**src/rtl/cpu_pkg.sv**
```systemverilog
// Shared RV32I control definitions: opcodes, ExtOp/pc_sel/wb_sel encodings, state enum.
// The TRAP state exists only when CTRL_TRAP_EN is defined.
package cpu_pkg;

   localparam logic [6:0] OPC_LUI    = 7'b0110111;
   localparam logic [6:0] OPC_AUIPC  = 7'b0010111;
   localparam logic [6:0] OPC_JAL    = 7'b1101111;
   localparam logic [6:0] OPC_JALR   = 7'b1100111;
   localparam logic [6:0] OPC_BRANCH = 7'b1100011;
   localparam logic [6:0] OPC_LOAD   = 7'b0000011;
   localparam logic [6:0] OPC_STORE  = 7'b0100011;
   localparam logic [6:0] OPC_OPIMM  = 7'b0010011;
   localparam logic [6:0] OPC_OP     = 7'b0110011;
   localparam logic [6:0] OPC_FENCE  = 7'b0001111;

   localparam logic [31:0] IR_RESET = 32'h0000_0013;

   typedef enum logic [2:0] {
      EXT_I = 3'b000,
      EXT_U = 3'b001,
      EXT_S = 3'b010,
      EXT_B = 3'b011,
      EXT_J = 3'b100
   } ext_op_e;

   typedef enum logic [1:0] {
      PC_PLUS4 = 2'b00,
      PC_REL   = 2'b01,
      PC_JALR  = 2'b10
   } pc_sel_e;

   typedef enum logic [1:0] {
      WB_ALU = 2'b00,
      WB_MEM = 2'b01,
      WB_PC4 = 2'b10
   } wb_sel_e;

   typedef enum logic [2:0] {
      CLS_ALU,
      CLS_LOAD,
      CLS_STORE,
      CLS_BRANCH,
      CLS_JUMP,
      CLS_FENCE,
      CLS_ILLEGAL
   } op_class_e;

   typedef enum logic [2:0] {
      ST_IDLE,
      ST_FETCH,
      ST_DECODE,
      ST_EXEC,
      ST_MEM,
`ifdef CTRL_TRAP_EN
      ST_WB,
      ST_TRAP
`else
      ST_WB
`endif
   } state_e;

endpackage

```
**src/rtl/cpu_ctrl_fsm_if.sv**
```systemverilog
// Instruction- and data-memory handshake bundle for the control sequencer.
interface cpu_ctrl_fsm_if;

   logic        instr_req;
   logic        instr_ready;
   logic [31:0] instr_rdata;
   logic        data_req;
   logic        data_we;
   logic        data_ready;

   modport master (
      output instr_req, data_req, data_we,
      input  instr_ready, instr_rdata, data_ready
   );

   modport slave (
      input  instr_req, data_req, data_we,
      output instr_ready, instr_rdata, data_ready
   );

endinterface

```
**src/rtl/cpu_ctrl_fsm_decode.sv**
```systemverilog
// Combinational opcode decode: immediate format, operand/writeback/PC selects and opcode class.
module ctrl_decode
   import cpu_pkg::*;
(
   input  logic [6:0] opcode_i,
   output ext_op_e    ext_op_o,
   output logic       alu_a_sel_o,
   output logic       alu_b_sel_o,
   output wb_sel_e    wb_sel_o,
   output pc_sel_e    pc_sel_o,
   output op_class_e  cls_o
);

   always_comb begin
      ext_op_o    = EXT_I;
      alu_a_sel_o = 1'b0;
      alu_b_sel_o = 1'b1;
      wb_sel_o    = WB_ALU;
      pc_sel_o    = PC_PLUS4;
      cls_o       = CLS_ILLEGAL;
      case (opcode_i)
         OPC_LUI: begin
            ext_op_o = EXT_U;
            cls_o    = CLS_ALU;
         end
         OPC_AUIPC: begin
            ext_op_o    = EXT_U;
            alu_a_sel_o = 1'b1;
            cls_o       = CLS_ALU;
         end
         OPC_JAL: begin
            ext_op_o    = EXT_J;
            alu_a_sel_o = 1'b1;
            wb_sel_o    = WB_PC4;
            pc_sel_o    = PC_REL;
            cls_o       = CLS_JUMP;
         end
         OPC_JALR: begin
            wb_sel_o = WB_PC4;
            pc_sel_o = PC_JALR;
            cls_o    = CLS_JUMP;
         end
         OPC_BRANCH: begin
            ext_op_o    = EXT_B;
            alu_a_sel_o = 1'b1;
            cls_o       = CLS_BRANCH;
         end
         OPC_LOAD: begin
            wb_sel_o = WB_MEM;
            cls_o    = CLS_LOAD;
         end
         OPC_STORE: begin
            ext_op_o = EXT_S;
            cls_o    = CLS_STORE;
         end
         OPC_OPIMM: cls_o = CLS_ALU;
         OPC_OP: begin
            alu_b_sel_o = 1'b0;
            cls_o       = CLS_ALU;
         end
         OPC_FENCE: cls_o = CLS_FENCE;
         default: ;
      endcase
   end

endmodule

```
**src/rtl/cpu_ctrl_fsm.sv**
```systemverilog
// Multi-cycle RV32I control sequencer: FETCH/DECODE/EXEC/MEM/WB with retired-instruction count.
// Define CTRL_TRAP_EN to make unrecognised opcodes enter a terminal TRAP state instead of a NOP.
module cpu_ctrl_fsm
   import cpu_pkg::*;
#(
   parameter int unsigned CNT_W = 32
) (
   input  logic              clk,
   input  logic              rst_n,
   cpu_ctrl_fsm_if.master    mem,
   input  logic              branch_taken,
   output logic [31:0]       ir,
   output logic [2:0]        ExtOp,
   output logic              alu_a_sel,
   output logic              alu_b_sel,
   output logic [1:0]        wb_sel,
   output logic              reg_we,
   output logic              pc_we,
   output logic [1:0]        pc_sel,
   output logic [CNT_W-1:0]  instret,
   output logic              trap
);

   state_e           state_q, state_d;
   logic [31:0]      ir_q, ir_d;
   logic [CNT_W-1:0] instret_q, instret_d;
   logic             retire;
   logic             instr_req_d, data_req_d, data_we_d, reg_we_d, pc_we_d;
   pc_sel_e          pc_sel_d;
   logic             in_op;

   ext_op_e          dec_ext;
   logic             dec_a_sel, dec_b_sel;
   wb_sel_e          dec_wb_sel;
   pc_sel_e          dec_pc_sel;
   op_class_e        dec_cls;

   ctrl_decode u_decode (
      .opcode_i    (ir_q[6:0]),
      .ext_op_o    (dec_ext),
      .alu_a_sel_o (dec_a_sel),
      .alu_b_sel_o (dec_b_sel),
      .wb_sel_o    (dec_wb_sel),
      .pc_sel_o    (dec_pc_sel),
      .cls_o       (dec_cls)
   );

   always_comb begin
      state_d     = state_q;
      ir_d        = ir_q;
      retire      = 1'b0;
      instr_req_d = 1'b0;
      data_req_d  = 1'b0;
      data_we_d   = 1'b0;
      reg_we_d    = 1'b0;
      pc_we_d     = 1'b0;
      pc_sel_d    = PC_PLUS4;
      case (state_q)
         ST_IDLE: state_d = ST_FETCH;
         ST_FETCH: begin
            instr_req_d = 1'b1;
            if (mem.instr_ready) begin
               ir_d    = mem.instr_rdata;
               state_d = ST_DECODE;
            end
         end
         ST_DECODE: begin
`ifdef CTRL_TRAP_EN
            state_d = (dec_cls == CLS_ILLEGAL) ? ST_TRAP : ST_EXEC;
`else
            state_d = ST_EXEC;
`endif
         end
         ST_EXEC: begin
            case (dec_cls)
               CLS_BRANCH: begin
                  pc_we_d  = 1'b1;
                  pc_sel_d = branch_taken ? PC_REL : PC_PLUS4;
                  retire   = 1'b1;
                  state_d  = ST_FETCH;
               end
               // Illegal opcodes only reach EXEC when trapping is disabled: retire as NOP.
               CLS_FENCE, CLS_ILLEGAL: begin
                  pc_we_d = 1'b1;
                  retire  = 1'b1;
                  state_d = ST_FETCH;
               end
               CLS_LOAD, CLS_STORE: state_d = ST_MEM;
               default: state_d = ST_WB;
            endcase
         end
         ST_MEM: begin
            data_req_d = 1'b1;
            data_we_d  = (dec_cls == CLS_STORE);
            if (mem.data_ready) begin
               if (dec_cls == CLS_STORE) begin
                  pc_we_d = 1'b1;
                  retire  = 1'b1;
                  state_d = ST_FETCH;
               end else begin
                  state_d = ST_WB;
               end
            end
         end
         ST_WB: begin
            reg_we_d = 1'b1;
            pc_we_d  = 1'b1;
            pc_sel_d = dec_pc_sel;
            retire   = 1'b1;
            state_d  = ST_FETCH;
         end
`ifdef CTRL_TRAP_EN
         ST_TRAP: state_d = ST_TRAP;
`endif
         default: state_d = ST_IDLE;
      endcase
      instret_d = instret_q + CNT_W'(retire);
   end

   always_ff @(posedge clk or negedge rst_n) begin
      if (!rst_n) begin
         state_q   <= ST_IDLE;
         ir_q      <= IR_RESET;
         instret_q <= '0;
      end else begin
         state_q   <= state_d;
         ir_q      <= ir_d;
         instret_q <= instret_d;
      end
   end

   assign in_op = (state_q == ST_DECODE) || (state_q == ST_EXEC) ||
                  (state_q == ST_MEM)    || (state_q == ST_WB);

   assign mem.instr_req = instr_req_d;
   assign mem.data_req  = data_req_d;
   assign mem.data_we   = data_we_d;
   assign reg_we        = reg_we_d;
   assign pc_we         = pc_we_d;
   assign pc_sel        = pc_sel_d;
   assign ir            = ir_q;
   assign instret       = instret_q;
   assign ExtOp         = in_op ? dec_ext : EXT_I;
   assign alu_a_sel     = in_op & dec_a_sel;
   assign alu_b_sel     = in_op & dec_b_sel;
   assign wb_sel        = in_op ? dec_wb_sel : WB_ALU;

`ifdef CTRL_TRAP_EN
   assign trap = (state_q == ST_TRAP);
`else
   assign trap = 1'b0;
`endif

endmodule

```
**src/flat_wrapper.sv**
```systemverilog
// flat-port wrapper written by rule: the top's interface ports become plain ports
module cpu_ctrl_fsm_flat import cpu_pkg::*;
#(
   parameter int unsigned CNT_W = 32
)
  (clk, rst_n, branch_taken, ir, ExtOp, alu_a_sel, alu_b_sel, wb_sel, reg_we, pc_we, pc_sel, instret, trap, mem_instr_req, mem_data_req, mem_data_we, mem_instr_ready, mem_instr_rdata, mem_data_ready);
  cpu_ctrl_fsm_if mem_i ();
  input  logic clk;
  input  logic rst_n;
  input  logic branch_taken;
  output logic [31:0] ir;
  output logic [2:0] ExtOp;
  output logic alu_a_sel;
  output logic alu_b_sel;
  output logic [1:0] wb_sel;
  output logic reg_we;
  output logic pc_we;
  output logic [1:0] pc_sel;
  output logic [CNT_W-1:0] instret;
  output logic trap;
  output wire logic [$bits(mem_i.instr_req)-1:0] mem_instr_req;
  output wire logic [$bits(mem_i.data_req)-1:0] mem_data_req;
  output wire logic [$bits(mem_i.data_we)-1:0] mem_data_we;
  input wire logic [$bits(mem_i.instr_ready)-1:0] mem_instr_ready;
  input wire logic [$bits(mem_i.instr_rdata)-1:0] mem_instr_rdata;
  input wire logic [$bits(mem_i.data_ready)-1:0] mem_data_ready;
  assign mem_instr_req = mem_i.instr_req;
  assign mem_data_req = mem_i.data_req;
  assign mem_data_we = mem_i.data_we;
  assign mem_i.instr_ready = mem_instr_ready;
  assign mem_i.instr_rdata = mem_instr_rdata;
  assign mem_i.data_ready = mem_data_ready;
  cpu_ctrl_fsm #(.CNT_W(CNT_W)) u_core (.clk(clk), .rst_n(rst_n), .mem(mem_i), .branch_taken(branch_taken), .ir(ir), .ExtOp(ExtOp), .alu_a_sel(alu_a_sel), .alu_b_sel(alu_b_sel), .wb_sel(wb_sel), .reg_we(reg_we), .pc_we(pc_we), .pc_sel(pc_sel), .instret(instret), .trap(trap));
endmodule
```
**config.mk**
```make
export PLATFORM = sky130hd
export DESIGN_NAME = cpu_ctrl_fsm_flat
export DESIGN_NICKNAME = d
export VERILOG_FILES = /design/src/rtl/cpu_pkg.sv /design/src/rtl/cpu_ctrl_fsm_if.sv /design/src/rtl/cpu_ctrl_fsm_decode.sv /design/src/rtl/cpu_ctrl_fsm.sv /design/src/flat_wrapper.sv
export SDC_FILE = /design/constraint.sdc
export NUM_CORES = 1
export LEC_CHECK = 0
export BUFFER_PORTS_ARGS = -buffer_cell sky130_fd_sc_hd__buf_2
export CAP_MARGIN = 20
export CORE_UTILIZATION = 44
export DETAILED_ROUTE_END_ITERATION = 12
export PLACE_DENSITY = 0.8
export SKIP_LAST_GASP = 1
export SLEW_MARGIN = 25
export SYNTH_ARGS = -nofsm -noshare
export SYNTH_HDL_FRONTEND = slang
export SYNTH_SLANG_ARGS = --single-unit
```
**constraint.sdc**
```tcl
create_clock -name clk -period 2.6 [get_ports clk]
set_input_delay 0.65 -clock clk [delete_from_list [all_inputs] [get_ports clk]]
set_output_delay 0.65 -clock clk [all_outputs]
set_load 0.02 [all_outputs]
```
==> results.cfg <==
[status]
status = finished clean

[routing]
route.antenna.remaining_nets = 0
drt_first_pass_iters = 6
num_vias = 2509
detail_route.vias_per_cell = 5.19
postRouteWirelength_microns = 6890
wl_per_cell_microns = 14.3
drc = 0
detail_route.iter0.violations = 134

[critical_path]
worstPathBufferInverterCount = 0
worstSetupStartpointType = flip-flop
worstPathCellList = nand4bb_4, nor3_4, a21oi_1, o22ai_2, ha_4, ha_4, nand2_4, nand4bb_4, nor4_2, xor2_1
worst-setup-path-type = reg -> reg
critical_path_arrival_ns = 2.68
critical-path-max-stage-delay_ns = 0.57
setup.worst_path.end_class = flip-flop
worst_ep_required_time_ns = 2.85
cpMaxStageDelayCell = sky130_fd_sc_hd__dfstp_2
critPathTopFamily = simple AND/OR/NAND/NOR gates
critical_path.max_fanout = 4

[floorplan]
design.die.area_sq_um = 7460
fp.dieH_microns = 86.4
top_level_ports = 116
dieWidth_microns = 86.4
floorplan.initialDensity_pct = 45.8
placeableCoreArea_sq_um = 6830
rows = 30

[finish]
post_route_cells_drive_above_1_share_pct = 50.1
syn2layout_area_growth_pct = 32.8
antenna_cells_inserted = 0
stdcell_count = 483
nets = 424
final_cell_mix = 114 x sky130_fd_sc_hd__buf_2, 62 x sky130_fd_sc_hd__dfrtp_1, 31 x sky130_fd_sc_hd__mux2_2
seq_area_sq_um = 1680
mostFrequentLayoutCell = sky130_fd_sc_hd__buf_2
post-route-cell-area_sq_um = 4160
multiInputGateArea_sq_um = 1480
final.fill_count = 597

[sta]
share_of_the_clock_period_used_by_the_worst_path_after_layout_pct = 93.4
finalSetupViolCount = 0
final_critical_path_setup_slack_ns = 0.171
hold_viol = 0
period_needed_ns = 2.43
timing.final.max_slew_violations = 0
maximum_clock_frequency_ghz = 0.412
grt_setup_unrepaired = false
final.setup_skew_ns = 0.0100

[global_routing]
grt_max_degree = 34
global_route_wire_length_before_repair_microns = 11300
grt_remaining_overflow = 0
grt_pass1_vias = 2367
number_of_antenna_violations_at_the_first_check_in_global_routing = 0
tot_gr_track_use_pct = 19.5

[placement]
post-place-ws_ns = 0.128
dp_hpwl_microns = 5230
detailed_place.area_sq_um = 3900
placed_cells = 465
buffer_ports.inserted = 114
gpl.final_weighted_congestion = 0.906

[clock_tree]
clock_sinks = 67
path_clk_slew_ns = 0.08
cts_inserted_buffers = 9
worstSkewPairLatency_ns = 0.34
clock_root_buffer = sky130_fd_sc_hd__clkbuf_8
htree_num_levels = 3
clk_path_buf_depth = 2
cts_tree = yes

[yosys]
ys.warnings.count = 0
postSynthAreaPerCell_sq_um = 12.1
synth_area_sq_um = 3130
synthDistinctLibCells = 49
post_synth_inst_count = 259
synth_seq_area_share_pct = 53.7
syn_nets = 300
synth_top_flop_cell = sky130_fd_sc_hd__dfrtp_1
ys_seq_elements = 67
ys_async_sr_fraction_pct = 100
synth_edf_count = 0

[power_and_ir_drop]
ratio_of_total_power_to_cell_area_nw_per_um2 = 1050
p_leak_nw = 2.06
max_vdd_drop_mv = 0.608
totalPowerFinal_mw = 4.35

[hold_path]
holdCritPathClass = in -> async

[run]
maxCapViolCount = 0
## cell families after synthesis
group           after synthesis  synth area share (%)
mux                          32                  11.5
compound gates               16                  3.68
other cells                   1                 0.120
buf+inv                      16                  2.88
simple gates                 91                  17.7
flops                        67                  53.7
xor+xnor                     32                  8.95
fa+ha+maj                     4                  1.60
## metal layers
layer  share of wire, %  up-vias  routed length [microns]  global-route usage [%]
li1                   -     1185                        -                       -
met1                 43     1217                     3000                    25.7
met2                 48       93                     3300                    30.2
met3                6.1       14                      420                    4.76
met4                2.5        0                      170                    9.55
met5                  0        -                        0                       0
## state kept, by name, summed over array words and instances (netlist names)
signal and count:
u_core.state_q 3, u_core.instret 32, u_core.ir 32
## worst paths after layout
kind | from | endpoint | slack (ns) | depth (start not counted)
min in group clk | u_core.instret[31]$_DFF_PN0_ | u_core.instret[31]$_DFF_PN0_ | 0.47 | 1
min | rst_n | u_core.ir[23]$_DFFE_PN0P_ | 0.21 | 1
min reg2reg | u_core.instret[31]$_DFF_PN0_ | u_core.instret[31]$_DFF_PN0_ | 0.47 | 1
max reg2reg | u_core.ir[1]$_DFFE_PN1P_ | u_core.instret[30]$_DFF_PN0_ | 0.17 | 10
max | u_core.ir[1]$_DFFE_PN1P_ | u_core.instret[30]$_DFF_PN0_ | 0.17 | 10
max in group asynchronous | rst_n | u_core.ir[31]$_DFFE_PN0P_ | 1.67 | 2
## final cells by class
cell class | instances | share of cell area, %
Clock buffer | 9 | 2.98
Clock inverter | 6 | 2.14
Inverter | 6 | 0.542
Multi-Input combinational cell | 176 | 35.6
Sequential cell | 67 | 40.5
Tap cell | 96 | 2.89
Timing Repair Buffer | 123 | 15.3
## power by group
group	internal, mW	switching, mW
sequential	1.39	0.263
combinational	0.762	1.01
clock	0.536	0.391
## cells in the mapped netlist, types with 3 or more instances
| cell | count | area (sq um) |
|---|---|---|
| sky130_fd_sc_hd__a21oi_1 | 3 | 15.0 |
| sky130_fd_sc_hd__and2_1 | 6 | 37.5 |
| sky130_fd_sc_hd__and3_1 | 5 | 31.3 |
| sky130_fd_sc_hd__and4_1 | 3 | 26.3 |
| sky130_fd_sc_hd__buf_2 | 3 | 15.0 |
| sky130_fd_sc_hd__buf_4 | 3 | 22.5 |
| sky130_fd_sc_hd__dfrtp_1 | 64 | 1600 |
| sky130_fd_sc_hd__dfstp_2 | 3 | 78.8 |
| sky130_fd_sc_hd__ha_1 | 4 | 50.1 |
| sky130_fd_sc_hd__inv_1 | 6 | 22.5 |
| sky130_fd_sc_hd__mux2_2 | 31 | 349 |
| sky130_fd_sc_hd__nand2_1 | 14 | 52.6 |
| sky130_fd_sc_hd__nand3_1 | 12 | 60.1 |
| sky130_fd_sc_hd__nand4_1 | 8 | 50.1 |
| sky130_fd_sc_hd__nor2_1 | 7 | 26.3 |
| sky130_fd_sc_hd__nor3_1 | 9 | 45.0 |
| sky130_fd_sc_hd__nor4_1 | 10 | 62.6 |
| sky130_fd_sc_hd__xnor2_1 | 19 | 166 |
| sky130_fd_sc_hd__xor2_1 | 13 | 114 |
## per-stage QoR
| stage | utilization (%) | hold slack (ns) | setup TNS [ns] |
|---|---|---|---|
| 2_1_floorplan | - | 0.354 | -0.000669 |
| 3_3_place_gp | 57.1 | 0.454 | 0 |
| 3_5_place_dp | 57.1 | 0.466 | 0 |
| 4_1_cts | 60.3 | 0.207 | 0 |
| 5_1_grt | 60.9 | 0.227 | 0 |
| 6_report | 60.9 | 0.206 | 0 |
## what timing repair did
action | 4_1_cts | 5_1_grt
hold buffers | 0 | 0
buffers inserted | 0 | 3
resized for setup | 0 | 3
hold endpoints to repair | 0 | 0
endpoints found under the setup margin | 0 | 9
Note: power is estimated with default switching activity, not from simulation.
